**src/rtl/sub_writeback_up.sv**
```systemverilog
// sub_writeback_up: writeback stage behind the 8-bit subtractor.
// The stage rebuilds the two's-complement difference from the subtractor's
// magnitude and borrow outputs. It queues each result with its destination
// address in a small FIFO. A two-state FSM presents the head entry to the
// register file and holds it until wr_ack. Z/N/C flags update as each write
// retires.
// Optional feature: define SUB_WB_SATURATE_EN to clamp negative results to
// zero at push time. flag_c still reports the borrow for a clamped entry.

module sub_writeback_up #(
   parameter int DATA_W = 8,
   parameter int ADDR_W = 3,
   parameter int DEPTH  = 2
) (
   input  logic                     clk,
   input  logic                     rst,
   input  logic                     in_valid,
   output logic                     in_ready,
   input  logic [DATA_W-1:0]        sub_out_in,
   input  logic                     bi_sub_in,
   input  logic [ADDR_W-1:0]        dst_addr_in,
   output logic                     wr_en,
   output logic [ADDR_W-1:0]        wr_addr,
   output logic [DATA_W-1:0]        wr_data,
   input  logic                     wr_ack,
   output logic                     flag_z,
   output logic                     flag_n,
   output logic                     flag_c,
   output logic                     busy,
   output logic [$clog2(DEPTH):0]   count
);

   localparam int PTR_W = $clog2(DEPTH);
   localparam int CNT_W = PTR_W + 1;

   typedef enum logic [0:0] {
      IDLE  = 1'b0,
      ISSUE = 1'b1
   } state_t;

   state_t              state_r;
   state_t              state_s;

   logic [DATA_W-1:0]   data_mem_r [DEPTH];
   logic                bi_mem_r   [DEPTH];
   logic [ADDR_W-1:0]   addr_mem_r [DEPTH];

   logic [PTR_W-1:0]    wr_ptr_r;
   logic [PTR_W-1:0]    rd_ptr_r;
   logic [CNT_W-1:0]    count_r;
   logic [CNT_W-1:0]    count_nxt_s;

   logic                flag_z_r;
   logic                flag_n_r;
   logic                flag_c_r;

   logic                full_s;
   logic                push_s;
   logic                pop_s;

   // Value written to the register file for one subtractor result. Without
   // clamping, a borrow means the magnitude is negated, which also covers the
   // subtractor's rd=0 case (251 with borrow becomes 5).
   function automatic logic [DATA_W-1:0] wb_data(input logic [DATA_W-1:0] mag,
                                                 input logic              bi);
`ifdef SUB_WB_SATURATE_EN
      if (bi) begin
         return {DATA_W{1'b0}};
      end else begin
         return mag;
      end
`else
      if (bi) begin
         return (~mag) + DATA_W'(1);
      end else begin
         return mag;
      end
`endif
   endfunction

   assign full_s      = (count_r == CNT_W'(DEPTH));
   assign in_ready    = ~full_s;
   assign push_s      = in_valid & ~full_s;
   assign pop_s       = (state_r == ISSUE) & wr_ack;
   assign count_nxt_s = count_r + CNT_W'(push_s) - CNT_W'(pop_s);

   assign busy   = (count_r != {CNT_W{1'b0}}) | (state_r != IDLE);
   assign count  = count_r;
   assign flag_z = flag_z_r;
   assign flag_n = flag_n_r;
   assign flag_c = flag_c_r;

   // FIFO pointers and occupancy; pointers wrap naturally because DEPTH is a power of two.
   always_ff @(posedge clk or posedge rst) begin
      if (rst) begin
         wr_ptr_r <= {PTR_W{1'b0}};
         rd_ptr_r <= {PTR_W{1'b0}};
         count_r  <= {CNT_W{1'b0}};
      end else begin
         if (push_s) begin
            wr_ptr_r <= wr_ptr_r + PTR_W'(1);
         end
         if (pop_s) begin
            rd_ptr_r <= rd_ptr_r + PTR_W'(1);
         end
         count_r <= count_nxt_s;
      end
   end

   // FIFO storage. A push never targets the head slot while a pop reads it:
   // that would need the FIFO to be empty or full, and neither case allows
   // both a push and a pop.
   always_ff @(posedge clk or posedge rst) begin
      if (rst) begin
         for (int i = 0; i < DEPTH; i++) begin
            data_mem_r[i] <= {DATA_W{1'b0}};
            bi_mem_r[i]   <= 1'b0;
            addr_mem_r[i] <= {ADDR_W{1'b0}};
         end
      end else if (push_s) begin
         data_mem_r[wr_ptr_r] <= wb_data(sub_out_in, bi_sub_in);
         bi_mem_r[wr_ptr_r]   <= bi_sub_in;
         addr_mem_r[wr_ptr_r] <= dst_addr_in;
      end
   end

   // Status flags follow the entry that retires; pushes leave them untouched.
   always_ff @(posedge clk or posedge rst) begin
      if (rst) begin
         flag_z_r <= 1'b0;
         flag_n_r <= 1'b0;
         flag_c_r <= 1'b0;
      end else if (pop_s) begin
         flag_z_r <= (data_mem_r[rd_ptr_r] == {DATA_W{1'b0}});
         flag_n_r <= data_mem_r[rd_ptr_r][DATA_W-1];
         flag_c_r <= bi_mem_r[rd_ptr_r];
      end
   end

   // FSM state register.
   always_ff @(posedge clk or posedge rst) begin
      if (rst) begin
         state_r <= IDLE;
      end else begin
         state_r <= state_s;
      end
   end

   // FSM next state: leave IDLE once something is queued. Keep issuing while
   // entries remain after this cycle's pop and push.
   always_comb begin
      state_s = state_r;
      case (state_r)
         IDLE: begin
            if (count_r != {CNT_W{1'b0}}) begin
               state_s = ISSUE;
            end else begin
               state_s = IDLE;
            end
         end
         ISSUE: begin
            if (wr_ack) begin
               if (count_nxt_s != {CNT_W{1'b0}}) begin
                  state_s = ISSUE;
               end else begin
                  state_s = IDLE;
               end
            end else begin
               state_s = ISSUE;
            end
         end
         default: state_s = IDLE;
      endcase
   end

   // FSM outputs: the head entry is presented only while issuing, else zeros.
   always_comb begin
      wr_en   = 1'b0;
      wr_addr = {ADDR_W{1'b0}};
      wr_data = {DATA_W{1'b0}};
      case (state_r)
         ISSUE: begin
            wr_en   = 1'b1;
            wr_addr = addr_mem_r[rd_ptr_r];
            wr_data = data_mem_r[rd_ptr_r];
         end
         IDLE: begin
            wr_en   = 1'b0;
            wr_addr = {ADDR_W{1'b0}};
            wr_data = {DATA_W{1'b0}};
         end
         default: begin
            wr_en   = 1'b0;
            wr_addr = {ADDR_W{1'b0}};
            wr_data = {DATA_W{1'b0}};
         end
      endcase
   end

endmodule
```
**config.mk**
```make
export PLATFORM = sky130hd
export DESIGN_NAME = sub_writeback_up
export DESIGN_NICKNAME = d
export VERILOG_FILES = /design/src/rtl/sub_writeback_up.sv
export SDC_FILE = /design/constraint.sdc
export NUM_CORES = 1
export LEC_CHECK = 0
export CAP_MARGIN = 20
export CELL_PAD_IN_SITES_DETAIL_PLACEMENT = 1
export CELL_PAD_IN_SITES_GLOBAL_PLACEMENT = 2
export CORE_MARGIN = 5
export CORE_UTILIZATION = 35
export CTS_BUF_LIST = sky130_fd_sc_hd__clkbuf_8
export DETAILED_ROUTE_END_ITERATION = 6
export GPL_TIMING_DRIVEN = 1
export HOLD_SLACK_MARGIN = 0.12
export PLACE_DENSITY = 0.92
export REMOVE_ABC_BUFFERS = 1
export SKIP_CTS_REPAIR_TIMING = 1
export SYNTH_ARGS = -nofsm -noshare
export SYNTH_HDL_FRONTEND = slang
export SYNTH_SLANG_ARGS = --single-unit
export TNS_END_PERCENT = 10
```
**constraint.sdc**
```tcl
create_clock -name clk -period 3.4 [get_ports clk]
set_input_delay 0.51 -clock clk [delete_from_list [all_inputs] [get_ports clk]]
set_output_delay 0.51 -clock clk [all_outputs]
set_load 0.01 [all_outputs]
```
* Yosys cells after proc, flatten, opt, wreduce, memory -nomap -nowiden *
Index checks and enable logic that the tools add are counted.

storage, ports and cells
  logic and storage cells = 61
  flip-flop bits (word level) = 32

cells by class
  order comparisons = 3
  eq/ne operators = 1
  add/sub/neg operators = 5
  bitwise operators = 8
  reduce and logical (&&, ||, !) cells = 4
  multiplexer cells = 27

operator list
  cell                                                number
  2-to-1 mux 8 bit                                    6
  bitwise mux 16 bit                                  1
  one-hot mux 8 bit (2 select lines)                  1
  2-to-1 mux 3 bit                                    4
  adder 8 x 1 -> 8 bit, second input constant         1
  demux 8 bit (select 1 bit)                          1
  logical NOT 8 bit                                   1
  inverter 8 bit                                      1
  2-to-1 mux 1 bit                                    7
  bitwise mux 6 bit                                   1
  one-hot mux 3 bit (2 select lines)                  1
  >= comparator 2 bit, second input constant          2
  inverter 1 -> 2 bit                                 2
  one-hot mux 1 bit (2 select lines)                  2
  nonzero test 2 bit                                  2
  demux 3 bit (select 1 bit)                          1
  adder 1 bit, second input constant                  2
  adder 2 x 1 -> 2 bit                                1
  AND 1 bit                                           2
  bitwise mux 2 bit                                   1
  equality test 2 bit, second input constant          1
  < comparator 2 x 1 -> 1 bit, second input constant  1
  inverter 1 bit                                      2
  subtractor 2 x 1 -> 2 bit                           1
  other kinds (3)                                     3

* Depth between registers and ports, before layout *
  depth after elaboration = 9
  depth in mapped cells = 8
  gate-level depth less buffers = 8

* Least setup slack after synthesis *
Ideal clock, no wire load.

  path kind = input -> register
  start = in wr_ack
  end = reg state_r
  arrival = 1.683 ns
  setup time = 0.124 ns
  cell stages on the path = 8
  buffers on the path = 0
  path slack = 1.593 ns
  cells stage by stage = nand2_1 > inv_1 > ha_1 > inv_1 > ha_1 > xnor2_1 > xnor2_1 > o31a_1

on the way
  word-level cells in the longest chain between the ends = 6

RTL lines
  what                                RTL line  source
  from (decl)                         25        input logic wr_ack,
  AND 1 bit                           84        assign pop_s = (state_r == ISSUE) & wr_ack;
  via pop_s                           59        logic pop_s;
  subtractor 2 x 1 -> 2 bit           85        assign count_nxt_s = count_r + CNT_W'(push_s) - CNT_W'(pop_s);
  via count_nxt_s[1]                  51        logic [CNT_W-1:0] count_nxt_s;
  nonzero test 2 bit                  163       if (count_nxt_s != {CNT_W{1'b0}}) begin
  2-to-1 mux 1 bit                    163
  2-to-1 mux 1 bit                    162       if (wr_ack) begin
  one-hot mux 1 bit (2 select lines)  153       case (state_r)
  via state_s                         42        state_t state_s;
  to (signal assigned)                145       state_r <= state_s;
  to (decl)                           41        state_t state_r;

The timed path passes the listed nets, and every way through them passes these cells.
A chain may end at the register's enable or synchronous reset.

* Worst setup path after layout *
  start = reg rd_ptr_r
  end = out wr_data[6]

on the way
  word-level cells in the longest chain between the ends = 5

RTL lines
  what                                                 RTL line  source
  from (decl)                                          49        logic [PTR_W-1:0] rd_ptr_r;
  from (signal assigned)                               97        rd_ptr_r <= {PTR_W{1'b0}};
  from (signal assigned)                               104       rd_ptr_r <= rd_ptr_r + PTR_W'(1);
  inverter 1 -> 2 bit (not written as such)            185       wr_data = data_mem_r[rd_ptr_r];
  2-to-1 mux 8 bit (not written as such) (3 in a row)  185
  one-hot mux 8 bit (2 select lines)                   181       case (state_r)
  to (decl)                                            24        output logic [DATA_W-1:0] wr_data,

No other way between the ends. The select of a mux whose other input is x is not followed.

==> flow_summary_export.csv <==
group,metric,value,unit
clocking,clkTransAtPathRegs,60,ps
job,maxCapViolCount,0,
detailed_routing,firstDrtPassIters,3,
cells_and_area,multi_input_area,748,sq um
placement,globalplace.congestion,0.759,
setup_path,slowest_stage,"dfrtp_1",
sta,min_period,2580,ps
clocking,cts_tree,"yes",
cells_and_area,n_antenna_cell,0,
sta,tns,0,ps
yosys,yosys_register_bits,32,
cells_and_area,layout_commonest_cell,"clkdlybuf4s50_1",
floorplanning,start_util,0.365,
setup_path,end_kind,"primary output",
sta,holdWs,486,ps
clocking,clkSinkCount,32,
clocking,cts_buffer_depth,2,
placement,io_buffers,34,
detailed_routing,wl_per_cell,16.1,microns
status,status,"finished, final reports clean",
setup_path,cp_cell_sequence,"mux2i_1 -> nor2b_1 -> clkdlybuf4s50_1",
yosys,syn-instance-count,149,
floorplanning,num_io_pins,35,
yosys,synth_area_leaders,"dfrtp_1 50%, mux2i_1 8.1%, mux2_2 7.0%",
global_routing,grt_pass1_vias,1419,
sta,setup_viol,0,
detailed_routing,routed_wl,3.76,mm
clocking,clock-root-buffer,"clkbuf_8",
floorplanning,core_area,4380,sq um
sta,tightest_slew,851,ps
clocking,htreeDepth,2,
sta,slew_violations,0,
yosys,yosysTopAreaCellShare,0.500,
sta,skew,1.78,ps
setup_path,cp_max_fo,17,
sta,relSlewSlack,0.433,
cells_and_area,final_layout_size_suffix_gt1_frac,0.0989,
sta,finalHoldViolCount,0,
global_routing,grt_max_degree,33,
global_routing,grt_pass1_wl,6.78,mm
pwr,power_leakage,0.898,nW
yosys,yosys_warnings,0,
placement,dp_hpwl,2.83,mm
setup_path,crit_required,2890,ps
global_routing,track_usage,0.139,
detailed_routing,drtIter0Drc,24,
floorplanning,die_h,77.6,microns
hold_path,hold_class,"reg2reg",
clocking,clock_latency,270,ps
floorplanning,die_x,77.6,microns
floorplanning,rows,24,
detailed_routing,viasPerCell,5.08,
yosys,ys_types,28,
yosys,avgSynthCellArea,10.7,sq um
detailed_routing,final_antenna_net_count,0,
pwr,ir_drop,0.000239,V
cells_and_area,layout.cells.non_filler,234,
pwr,p_per_area,909,nW/um^2
cells_and_area,register_area,801,sq um
sta,fmax,0.387,GHz
setup_path,startpoint_type,"flop",
cells_and_area,n_fill_cell,487,
floorplanning,die-area,6020,sq um
cells_and_area,final_cell_mix,"34 x clkdlybuf4s50_1, 32 x dfrtp_1, 21 x nand2_1, 13 x mux2i_1, 12 x nor2b_1",
global_routing,antenna_found_initial,0,
sta,period_share,0.759,
yosys,netlist_area,1600,sq um
detailed_routing,drcViolationCount,0,
setup_path,slowest_delay,890,ps
setup_path,critPathKind,"reg2out",
cells_and_area,area_growth,28.3,%
cells_and_area,finalNetCount,203,
yosys,synth.yosys.seq_area_share,0.500,
sta,rsz0062_at_grt,"no",
yosys,synth_top_area_cell,"dfrtp_1",
placement,post-place-cells,229,
clocking,cts_made_buffers,5,
setup_path,cp.arrival,2070,ps
global_routing,grt.overflow.total,0,
detailed_routing,via_count,1189,
## synth_stat cells
cell / instances
clkbuf_1: 5
o21a_1: 1
inv_1: 6
o21ai_1: 7
nand3_1: 1
xor2_1: 5
nand2_1: 21
or4_4: 1
o21ai_0: 10
or3_1: 1
or4_1: 1
dfrtp_1: 32
nand3b_1: 1
nand2b_1: 1
mux2i_1: 13
buf_2: 2
nor2_1: 1
mux2_2: 10
a21oi_1: 1
o41ai_4: 1
ha_1: 3
o31a_1: 2
a22oi_1: 1
xnor2_1: 4
nor3_1: 2
nor4_1: 2
o31ai_1: 2
nor2b_1: 12
## cells by family (layout without fill, tap and decap cells)
| group | count (synthesis) | in the layout | share of synthesized area |
|---|---|---|---|
| flops | 32 | 32 | 0.500 |
| buf+inv | 13 | 46 | 0.0321 |
| mux | 23 | 23 | 0.152 |
| compound gates | 25 | 25 | 0.103 |
| xor+xnor | 9 | 9 | 0.0493 |
| simple gates | 44 | 44 | 0.140 |
| fa+ha+maj | 3 | 3 | 0.0235 |
## per-layer routing
metal | vias up | global-route usage | share of wire
met1 | 585 | 0.153 | 0.41
met3 | 6 | 0.0336 | 0.032
met5 | - | 0 | 0
met2 | 23 | 0.249 | 0.54
li1 | 575 | - | -
met4 | 0 | 0.0670 | 0.020
## power by group
| part | leakage, nW | switching [mW] | internal [mW] |
|---|---|---|---|
| clock network | 0.0359 | 0.119 | 0.131 |
| logic | 0.476 | 0.371 | 0.499 |
| registers | 0.386 | 0.180 | 0.566 |
| total | 0.898 | 0.669 | 1.20 |
## stage by stage
| stage | power [mW] | worst slack (ps) | instance area, sq um | utilization |
|---|---|---|---|---|
| floorplan | 1.20 | 1580 | 1570 | - |
| global placement | 1.59 | 1080 | 1980 | 0.453 |
| detailed placement | 1.64 | 1030 | 1980 | 0.453 |
| CTS | 1.90 | 797 | 2050 | 0.468 |
| global route | 2.03 | 664 | 2050 | 0.468 |
| finish | 1.87 | 818 | 2050 | 0.468 |
## final cells by class
class,instances,area share
clock buffer,5,0.0335
sequential,32,0.390
timing repair buffer,35,0.169
multi-input combinational,104,0.364
inverter,6,0.0110
tap,52,0.0317
## critical path: cells and delay by family (launching register included)
kind / cells / cell delay [ps]
and+or+nand+nor: 1 / 160
DFF: 1 / 890
buffers and inverters: 1 / 550
muxes: 1 / 180
## final timing paths
kind | cells past startpoint | endpoint | slack, ps | start
setup / recovery | 3 | wr_data[6] | 820 | rd_ptr_r
hold / removal | 2 | flag_z | 490 | flag_z
setup reg to reg | 8 | state_r | 1330 | state_r
hold reg to reg | 2 | flag_z | 490 | flag_z
max in group asynchronous | 3 | flag_c | 2490 | rst
min in group asynchronous | 3 | addr_mem_r[4] | 620 | rst
## sequential cells by signal, indices dropped and copies added (netlist names)
register,cells
data_mem_r,16
state_r,1
addr_mem_r,6
flag_z,1
wr_ptr_r,1
rd_ptr_r,1
bi_mem_r,2
flag_c,1
count,2
flag_n,1
(Power assumes the default switching activity.)
